[src/rtl/uart_pkg.sv]
`default_nettype none
// ============================================================================
//  Module   : uart_pkg
//  Brief    : Shared types, parity encodings and the parity helper for the
//             UART transmit serializer.
//  Revision : 1.0 - initial release
// ============================================================================
package uart_pkg;

  // Transmit frame phases, in the order they occur on the line
  typedef enum logic [2:0] {
    IDLE   = 3'd0,
    START  = 3'd1,
    DATA   = 3'd2,
    PARITY = 3'd3,
    STOP   = 3'd4
  } tx_state_t;

  localparam logic PAR_EVEN = 1'b0;
  localparam logic PAR_ODD  = 1'b1;

  // Parity over a zero-extended word; zero padding leaves the XOR unchanged
  function automatic logic calc_parity(input logic [63:0] data, input logic typ);
    return (typ == PAR_EVEN) ? (^data) : (~^data);
  endfunction

endpackage
`default_nettype wire

[src/rtl/uart_baud_cnt.sv]
`default_nettype none
// ============================================================================
//  Module   : uart_baud_cnt
//  Brief    : Baud divider. Counts 0..CLKS_PER_BIT-1 while run is high and
//             pulses bit_done on the last cycle of every bit period. With
//             CLKS_PER_BIT==1 the count stays at zero and bit_done follows run.
//  Revision : 1.0 - initial release
// ============================================================================
module uart_baud_cnt
  import uart_pkg::*;
#(
  parameter int CLKS_PER_BIT = 4
) (
  input  logic clk,
  input  logic reset,
  input  logic run,
  output logic bit_done
);

  localparam int CNT_W = (CLKS_PER_BIT > 1) ? $clog2(CLKS_PER_BIT) : 1;
  localparam logic [CNT_W-1:0] CNT_LAST = CNT_W'(CLKS_PER_BIT - 1);

  logic [CNT_W-1:0] cnt_q;
  logic [CNT_W-1:0] cnt_d;

  assign bit_done = run && (cnt_q == CNT_LAST);

  // Next count: hold at zero while idle, wrap at the end of each bit
  always_comb begin
    cnt_d = cnt_q;
    if (!run || bit_done) begin
      cnt_d = '0;
    end else begin
      cnt_d = cnt_q + CNT_W'(1);
    end
  end

  // Counter register
  always_ff @(posedge clk) begin
    if (reset) begin
      cnt_q <= '0;
    end else begin
      cnt_q <= cnt_d;
    end
  end

endmodule
`default_nettype wire

[src/rtl/uart_tx_serializer.sv]
`default_nettype none
// ============================================================================
//  Module   : uart_tx_serializer
//  Brief    : UART transmit serializer. Accepts one WIDTH-bit word per
//             valid/busy handshake and sends start, data (LSB first),
//             optional parity and stop bit(s). tx_out and busy_out are flops.
//  Config   : UART_TX_STOP2_EN defined -> two stop bits, otherwise one.
//  Revision : 1.0 - initial release
// ============================================================================
module uart_tx_serializer
  import uart_pkg::*;
#(
  parameter int WIDTH        = 8,
  parameter int CLKS_PER_BIT = 4
) (
  input  logic             clk,
  input  logic             reset,
  input  logic [WIDTH-1:0] data_in,
  input  logic             data_valid_in,
  input  logic             par_en_in,
  input  logic             par_typ_in,
  output logic             tx_out,
  output logic             busy_out
);

  // Bit index also counts stop bits, so it needs at least one bit
  localparam int IDX_W = (WIDTH > 1) ? $clog2(WIDTH) : 1;
  localparam logic [IDX_W-1:0] IDX_LAST = IDX_W'(WIDTH - 1);

  tx_state_t        state_q, state_d;
  logic [WIDTH-1:0] shift_q, shift_d;
  logic [IDX_W-1:0] idx_q, idx_d;
  logic             par_en_q, par_en_d;
  logic             par_q, par_d;
  logic             tx_q, tx_d;
  logic             busy_q, busy_d;
  logic             bit_done;

  uart_baud_cnt #(
    .CLKS_PER_BIT(CLKS_PER_BIT)
  ) u_baud (
    .clk      (clk),
    .reset    (reset),
    .run      (state_q != IDLE),
    .bit_done (bit_done)
  );

  // Next state and next line level; tx_d is what the line shows next cycle
  always_comb begin
    state_d  = state_q;
    shift_d  = shift_q;
    idx_d    = idx_q;
    par_en_d = par_en_q;
    par_d    = par_q;
    tx_d     = tx_q;
    busy_d   = busy_q;
    case (state_q)
      IDLE: begin
        tx_d   = 1'b1;
        busy_d = 1'b0;
        if (data_valid_in) begin
          state_d  = START;
          shift_d  = data_in;
          par_en_d = par_en_in;
          par_d    = calc_parity(64'(data_in), par_typ_in);
          idx_d    = '0;
          tx_d     = 1'b0;
          busy_d   = 1'b1;
        end
      end
      START: begin
        if (bit_done) begin
          state_d = DATA;
          tx_d    = shift_q[0];
          shift_d = shift_q >> 1;
        end
      end
      DATA: begin
        if (bit_done) begin
          if (idx_q == IDX_LAST) begin
            idx_d = '0;
            if (par_en_q) begin
              state_d = PARITY;
              tx_d    = par_q;
            end else begin
              state_d = STOP;
              tx_d    = 1'b1;
            end
          end else begin
            idx_d   = idx_q + IDX_W'(1);
            tx_d    = shift_q[0];
            shift_d = shift_q >> 1;
          end
        end
      end
      PARITY: begin
        if (bit_done) begin
          state_d = STOP;
          tx_d    = 1'b1;
        end
      end
      STOP: begin
        tx_d = 1'b1;
        if (bit_done) begin
`ifdef UART_TX_STOP2_EN
          if (idx_q == '0) begin
            idx_d = IDX_W'(1);
          end else begin
            idx_d   = '0;
            state_d = IDLE;
            busy_d  = 1'b0;
          end
`else
          state_d = IDLE;
          busy_d  = 1'b0;
`endif
        end
      end
      default: begin
        state_d = IDLE;
        tx_d    = 1'b1;
        busy_d  = 1'b0;
      end
    endcase
  end

  // State, datapath and registered outputs
  always_ff @(posedge clk) begin
    if (reset) begin
      state_q  <= IDLE;
      shift_q  <= '0;
      idx_q    <= '0;
      par_en_q <= 1'b0;
      par_q    <= 1'b0;
      tx_q     <= 1'b1;
      busy_q   <= 1'b0;
    end else begin
      state_q  <= state_d;
      shift_q  <= shift_d;
      idx_q    <= idx_d;
      par_en_q <= par_en_d;
      par_q    <= par_d;
      tx_q     <= tx_d;
      busy_q   <= busy_d;
    end
  end

  assign tx_out   = tx_q;
  assign busy_out = busy_q;

endmodule
`default_nettype wire

[config.mk]
export PLATFORM = sky130hd
export DESIGN_NAME = uart_tx_serializer
export DESIGN_NICKNAME = d
export VERILOG_FILES = /design/src/rtl/uart_pkg.sv /design/src/rtl/uart_baud_cnt.sv /design/src/rtl/uart_tx_serializer.sv
export SDC_FILE = /design/constraint.sdc
export NUM_CORES = 1
export LEC_CHECK = 0
export CAP_MARGIN = 0
export CORE_AREA = 4 4 50 63
export CTS_CLUSTER_SIZE = 16
export DETAILED_ROUTE_END_ITERATION = 10
export DIE_AREA = 0 0 54 67
export MAX_ROUTING_LAYER = met4
export PLACE_DENSITY = 0.61
export SKIP_LAST_GASP = 1
export SLEW_MARGIN = 0
export SYNTH_ARGS = -nofsm -noshare
export SYNTH_HDL_FRONTEND = slang
export SYNTH_HIERARCHICAL = 1
export SYNTH_SLANG_ARGS = --single-unit
[constraint.sdc]
create_clock -name clk -period 2.2 [get_ports clk]
set_input_delay 0.44 -clock clk [delete_from_list [all_inputs] [get_ports clk]]
set_output_delay 0.44 -clock clk [all_outputs]
set_load 0.01 [all_outputs]
==> metrics <==
status completed; Initial Util 42.4%; vias post-DR 994; Net Sw Power 228 uW; Most used DFF post-synth dfxtp_1; post-CTS setup buffers 0; Worst R2R Path Depth 6; Die X 54 um; Reg2Reg Setup Slack 0.28 ns; global-route wire length before repair 4270 um; Arr. time, crit path 2.14 ns; CTS clock-pin slew for the worst setup and hold paths 0.12 ns; Post-Synthesis Cells 125; Crit Reg-Reg Startpoint idx_q[0]$_SDFFE_PP0P_; Synth Cell Area 1100 um2; yosys warns 6; gpl congestion 0.768; hpwl dp 1990 um; LEAKAGE 0.000493 uW; WP data required 2.43 ns; io pins 15; CTS buffer count 3; post-route antenna net violation count 0; worst-margin pin slew 0.562 ns; DRC 0; critical path fanouts, max 16; reg2reg end shift_q[3]$_SDFFE_PP0P_; MaxCap Viol Count 0; kind of end point of the critical path flip-flop; vias in the first global route 961; largest net degree at the start of global routing 17; clock latency on the worst-skew pair 0.31 ns; Vias/cell 5.58; hold crit path type flip-flop to flip-flop; pwr/cell area 604 nW/um2; initial DRC count 41; share of cells above drive strength 1 13.2%; post_cts resized 0; Net count, final 162; setup TNS 0 ns; internal power 583 uW; Pre-antenna DRT Iters 4; gr usage total 16.8%; slowest CP cell a31oi_4; Setup-failing EPs final 0; Clock Tree Root clkbuf_4; total grt overflow 0; final slew viol count 0; Post-CTS Hold Fix Bufs 0; hold_sp u_baud/cnt_q[0]$_SDFF_PP0_; part of the power in registers 50.1%; Post-synth ARST share 0%; RSZ-0062 raised after global routing no; Worst VDD drop 350 uV; syn_area_per_cell 8.83 um2; crit path kind flip-flop to flip-flop; register area share after synthesis 36.3%; clock buffer depth 2; final WL 2670 um; switching share of power 28.1%; CTS Sinks 20; Rows 21; slowest stage delay, CP 0.46 ns; core area 2600 um2; initial antenna violation count 0; synth unique cells 36; slew margin rel. 62.3%; Comb power frac 22.4%; Ant. Diodes 0; Worst Skew 0.00865 ns; H-Tree Depth 1; EDFF count, synth 0; Layout area overhead 21.7%; WHS Endpoint u_baud/cnt_q[0]$_SDFF_PP0_; clock group share of total power 27.5%; period utilization 87.2%; Final Util 51.6%; Final Hold Fails 0; fillers 258; Die Span Y 67 um; Die Area 3620 um2; Achievable Freq 521 MHz; hold path depth 1; Tmin final 1.92 ns; crit path cell chain ha_1 -> ha_1 -> nand4bb_1 -> a31oi_4 -> nor2_1 -> a311oi_1; TritonCTS clock tree done; most used cell, CP ha_1; PortBufs 14; Synth Register Bits 20; Mapped Nets 142; drt wl/cell 15.0 um; Startpoint Class flip-flop
-- cell usage in the layout (no fill, tap or decap), types with 2 or more instances in the layout --
master           instances
a21oi_1                 11
clkdlybuf4s50_1         14
a211oi_1                 2
o21ai_0                 10
a311oi_1                 5
xnor2_1                  4
clkbuf_4                 3
inv_1                    4
nor2_1                  14
nand4_1                  3
nand3b_1                 5
xor2_1                   2
nand2_1                 13
buf_4                    7
nor3_1                   2
mux2i_1                  2
ha_1                     4
a311oi_2                 2
dfxtp_1                 20
-- metrics by stage --
step	std cells	worst slack (ns)	total power, uW	cell area [um2]	hold WS, ns
2_1_floorplan	125	0.315	530	1100	0.419
3_3_place_gp	174	0.109	590	1310	0.427
3_5_place_dp	174	0.0133	595	1310	0.436
4_1_cts	178	0.282	812	1340	0.453
5_1_grt	178	0.0683	851	1340	0.461
6_report	178	0.282	810	1340	0.449
-- how the worst max path moves through the flow --
stage	from	end	slack (ns)	cells after the start
after floorplan	state_q[1]$_SDFFE_PP0P_	shift_q[5]$_SDFFE_PP0P_	0.32	9
after global placement	data_valid_in	shift_q[0]$_SDFFE_PP0P_	0.11	5
after detailed placement	data_valid_in	shift_q[3]$_SDFFE_PP0P_	0.01	5
after CTS	idx_q[0]$_SDFFE_PP0P_	shift_q[3]$_SDFFE_PP0P_	0.28	6
after global routing	idx_q[0]$_SDFFE_PP0P_	shift_q[1]$_SDFFE_PP0P_	0.07	6
final	idx_q[0]$_SDFFE_PP0P_	shift_q[3]$_SDFFE_PP0P_	0.28	6
-- layout make-up --
| class | count | area, um2 | area share, % |
|---|---|---|---|
| clock buffers | 4 | 36.3 | 2.70 |
| inverters | 4 | 15.0 | 1.12 |
| multi-input cells | 95 | 656 | 48.8 |
| flip-flops and latches | 20 | 400 | 29.8 |
| well taps | 34 | 42.5 | 3.17 |
| repair buffers | 21 | 193 | 14.4 |
-- critical path: cells and delay by family (launching register included) --
kind	cells	cell delay, ns
compound gates	2	0.74
fa+ha+maj	2	0.44
flops	1	0.35
simple gates	2	0.31
-- Yosys cell counts, types with 2 or more instances --
library cell / instances / area (um2)
nand4_1: 3 / 18.8
inv_1: 4 / 15.0
buf_2: 2 / 10.0
nor3_1: 2 / 10.0
nor2_1: 14 / 52.6
a311oi_2: 2 / 30.0
nand3b_1: 5 / 37.5
a211oi_1: 2 / 15.0
dfxtp_1: 20 / 400
xnor2_1: 4 / 35.0
clkbuf_1: 2 / 7.51
o21ai_0: 10 / 50.1
a311oi_1: 5 / 43.8
a21oi_1: 11 / 55.1
mux2i_1: 2 / 20.0
xor2_1: 2 / 17.5
nand2_1: 13 / 48.8
ha_1: 4 / 50.1
-- cells by family (layout without fill, tap and decap cells) --
logic type | after synthesis | after routing | synth area share, %
and+or+nand+nor | 47 | 47 | 23.5
AOI/OAI and AO/OA | 34 | 34 | 21.8
adders and majority gates | 4 | 4 | 4.54
buffers and inverters | 10 | 29 | 4.31
muxes | 3 | 3 | 2.83
xor gates and xnor gates | 7 | 7 | 6.80
DFF | 20 | 20 | 36.3
-- layer usage --
| layer | track usage [%] | part of all wire [%] |
|---|---|---|
| met1 | 16.8 | 41 |
| met2 | 31.8 | 52 |
| met3 | 2.46 | 4.7 |
| met4 | 5.61 | 1.9 |
| met5 | - | 0 |
-- power groups by stage --
| stage | registers [uW] | clock network (uW) | logic (uW) |
|---|---|---|---|
| after floorplan | 411 | 0 | 120 |
| after global placement | 413 | 0 | 177 |
| after detailed placement | 414 | 0 | 181 |
| after CTS | 406 | 223 | 183 |
| after global routing | 409 | 238 | 204 |
| final | 406 | 223 | 182 |
-- flip-flops by register name, indices dropped and copies added, names as in the netlist --
signal	count
tx_out	1
par_en_q	1
par_q	1
shift_q	8
busy_out	1
idx_q	3
state_q	3
u_baud/cnt_q	2
Power figures use the tool's default switching activity.
==> variant (same flow settings) <==
The option `UART_TX_STOP2_EN` is turned on by a define.
--- a/src/rtl/uart_tx_serializer.sv
+++ b/src/rtl/uart_tx_serializer.sv
@@ -7,6 +7,8 @@
 //  Config   : UART_TX_STOP2_EN defined -> two stop bits, otherwise one.
 //  Revision : 1.0 - initial release
 // ============================================================================
+`define UART_TX_STOP2_EN
+
 module uart_tx_serializer
   import uart_pkg::*;
 #(
Behaviour: no difference found for any inputs over 10 cycles, from zero or initial values and one cycle with reset high; that may be too few to reach the edited logic, so the function may still have changed.
==> variant against the unedited design <==
  * Routed wire length increased by 14%
  * Synthesized cell count increased by 16%
  * Synthesized area increased by 24%
  * Sequential cell count unchanged
  * Cell area increased by 18%
  * Setup slack got worse by 98 ps
Power is not compared: it rests on default switching activity, and its combinational part moved more than twofold at a synthesized area within 25%.
==> variant: results (changes against the unedited design) <==
- Routed length on met2: 1.55 mm (was 1.40 mm)
- Initial antenna violation count: 0 (unchanged)
- Met3 WL: 60 um (was 126 um)
- GRT met3 Usage: 2.01% (was 2.46%)
- Post-CTS setup buffer count: 0 (unchanged)
- Fraction of area in multi-input gates: 54.5% (was 48.8%)
- Routed wire length: 3.05 mm (was 2.67 mm)
- Mapped Nets: 163 (was 142)
- ClkCell Share: 3.33% (was 2.70%)
- Worst hold endpoint: u_baud/cnt_q[0]$_SDFF_PP0_ (unchanged)
- DRT Pass-1 Iters: 4 (unchanged)
- Vias in the first global route: 1,131 (was 961)
- Final HPWL DP: 2.20 mm (was 1.99 mm)
- Setup violations, final: 0 (unchanged)
- Most frequent cells after synthesis: dfxtp_1 (20), a21oi_1 (14), nor3_1 (9) (was dfxtp_1 (20), nor2_1 (14), nand2_1 (13))
- Crit path DAT: 2220 ps (was 2140 ps)
- Comb_multi_in: 106 (was 95)
- Via density: 5.90 (was 5.58)
- Final WS setup: 184 ps (was 282 ps)
- Net count, final: 178 (was 162)
- H-tree level count: 1 (unchanged)
- Hold Slack: 456 ps (was 449 ps)
- Largest net degree at the start of global routing: 26 (was 17)
- Critical path's slowest cell: o32a_4 (was a31oi_4)
- Synth top area cells: dfxtp_1 (29%), a21oi_1 (5.1%), ha_1 (4.6%) (was dfxtp_1 (36%), a21oi_1 (5.0%), nor2_1 (4.8%))
- Worst reg2reg path endpoint: shift_q[0]$_SDFFE_PP0P_ (was shift_q[3]$_SDFFE_PP0P_)
- Int Pwr: 0.000780 W
- Worst slew margin: 56.4% (was 62.3%)
- Worst Skew: 3.93 ps (was 8.65 ps)
- Synth Register Bits: 20 (unchanged)
- Comb pwr share: 34.5%
- Inverters, non-clock: 8 (was 4)
- Tot Pwr: 0.00114 W
- Root Buffer: clkbuf_4 (unchanged)
- Total Routing Usage GR: 21.1% (was 16.8%)
- R2R depth: 6 (unchanged)
- WL met1: 1.37 mm (was 1.10 mm)
- DR iter-0 viols: 19 (was 41)
- Grt met2 use: 34.7% (was 31.8%)
- Final non-clock buffer share: 12.2% (was 14.4%)
- Share of cells above drive strength 1: 18.9% (was 13.2%)
- Global-route wire length before repair: 5.39 mm (was 4.27 mm)
- Slowest Stage Delay on Critical Path: 440 ps (was 460 ps)
- Outcome: complete, no violations (unchanged)
- GPL Wtd Cong: 0.805 (was 0.768)
- Filler instances: 234 (was 258)
- Static leakage: 0.558 nW
- Signal buffers: 21 (unchanged)
- Yosys cell types: 53 (was 36)
- Seq/Total Area, Yosys: 29.3% (was 36.3%)
- Crit path launch: u_baud/cnt_q[0]$_SDFF_PP0_ (was idx_q[0]$_SDFFE_PP0P_)
- Crit Path Max Fanout: 8 (was 16)
- GR met1 Demand/Resource: 25.3% (was 16.8%)
- Setup slack at placement: 153 ps (was 13.3 ps)
- Cts-stage hold buffer count: 0 (unchanged)
==> variant: cell count changes in the layout (fill, tap and decap cells not counted), moves of 3 or more <==
cell       change
nand3_1        +4
nor2_1        -10
inv_1          +3
a2111oi_2      +4
a2111oi_1      +3
nor3_1         +7
nand2_1        -6
o21ai_0        -5
a21oi_1        +3
nor3b_1        +7
a311oi_1       -5
==> variant: metrics by stage <==
| step | cells | area [um^2] |
|---|---|---|
| 3_5_place_dp | 189 | 1530 |
| 2_1_floorplan | 145 | 1370 |
| 6_report | 193 | 1580 |
| 5_1_grt | 193 | 1580 |
| 3_3_place_gp | 189 | 1530 |
| 4_1_cts | 193 | 1580 |
==> variant: cell families (layout without fill, tap and decap cells) <==
kind of cell | Yosys count | in the layout | synth area share [%]
compound gates | 43 | 43 | 27.4
mux | 2 | 2 | 1.46
buf+inv | 19 | 33 | 7.78
flops | 20 | 20 | 29.3
fa+ha+maj | 5 | 5 | 4.57
xor+xnor | 7 | 7 | 6.04
simple gates | 49 | 49 | 23.5
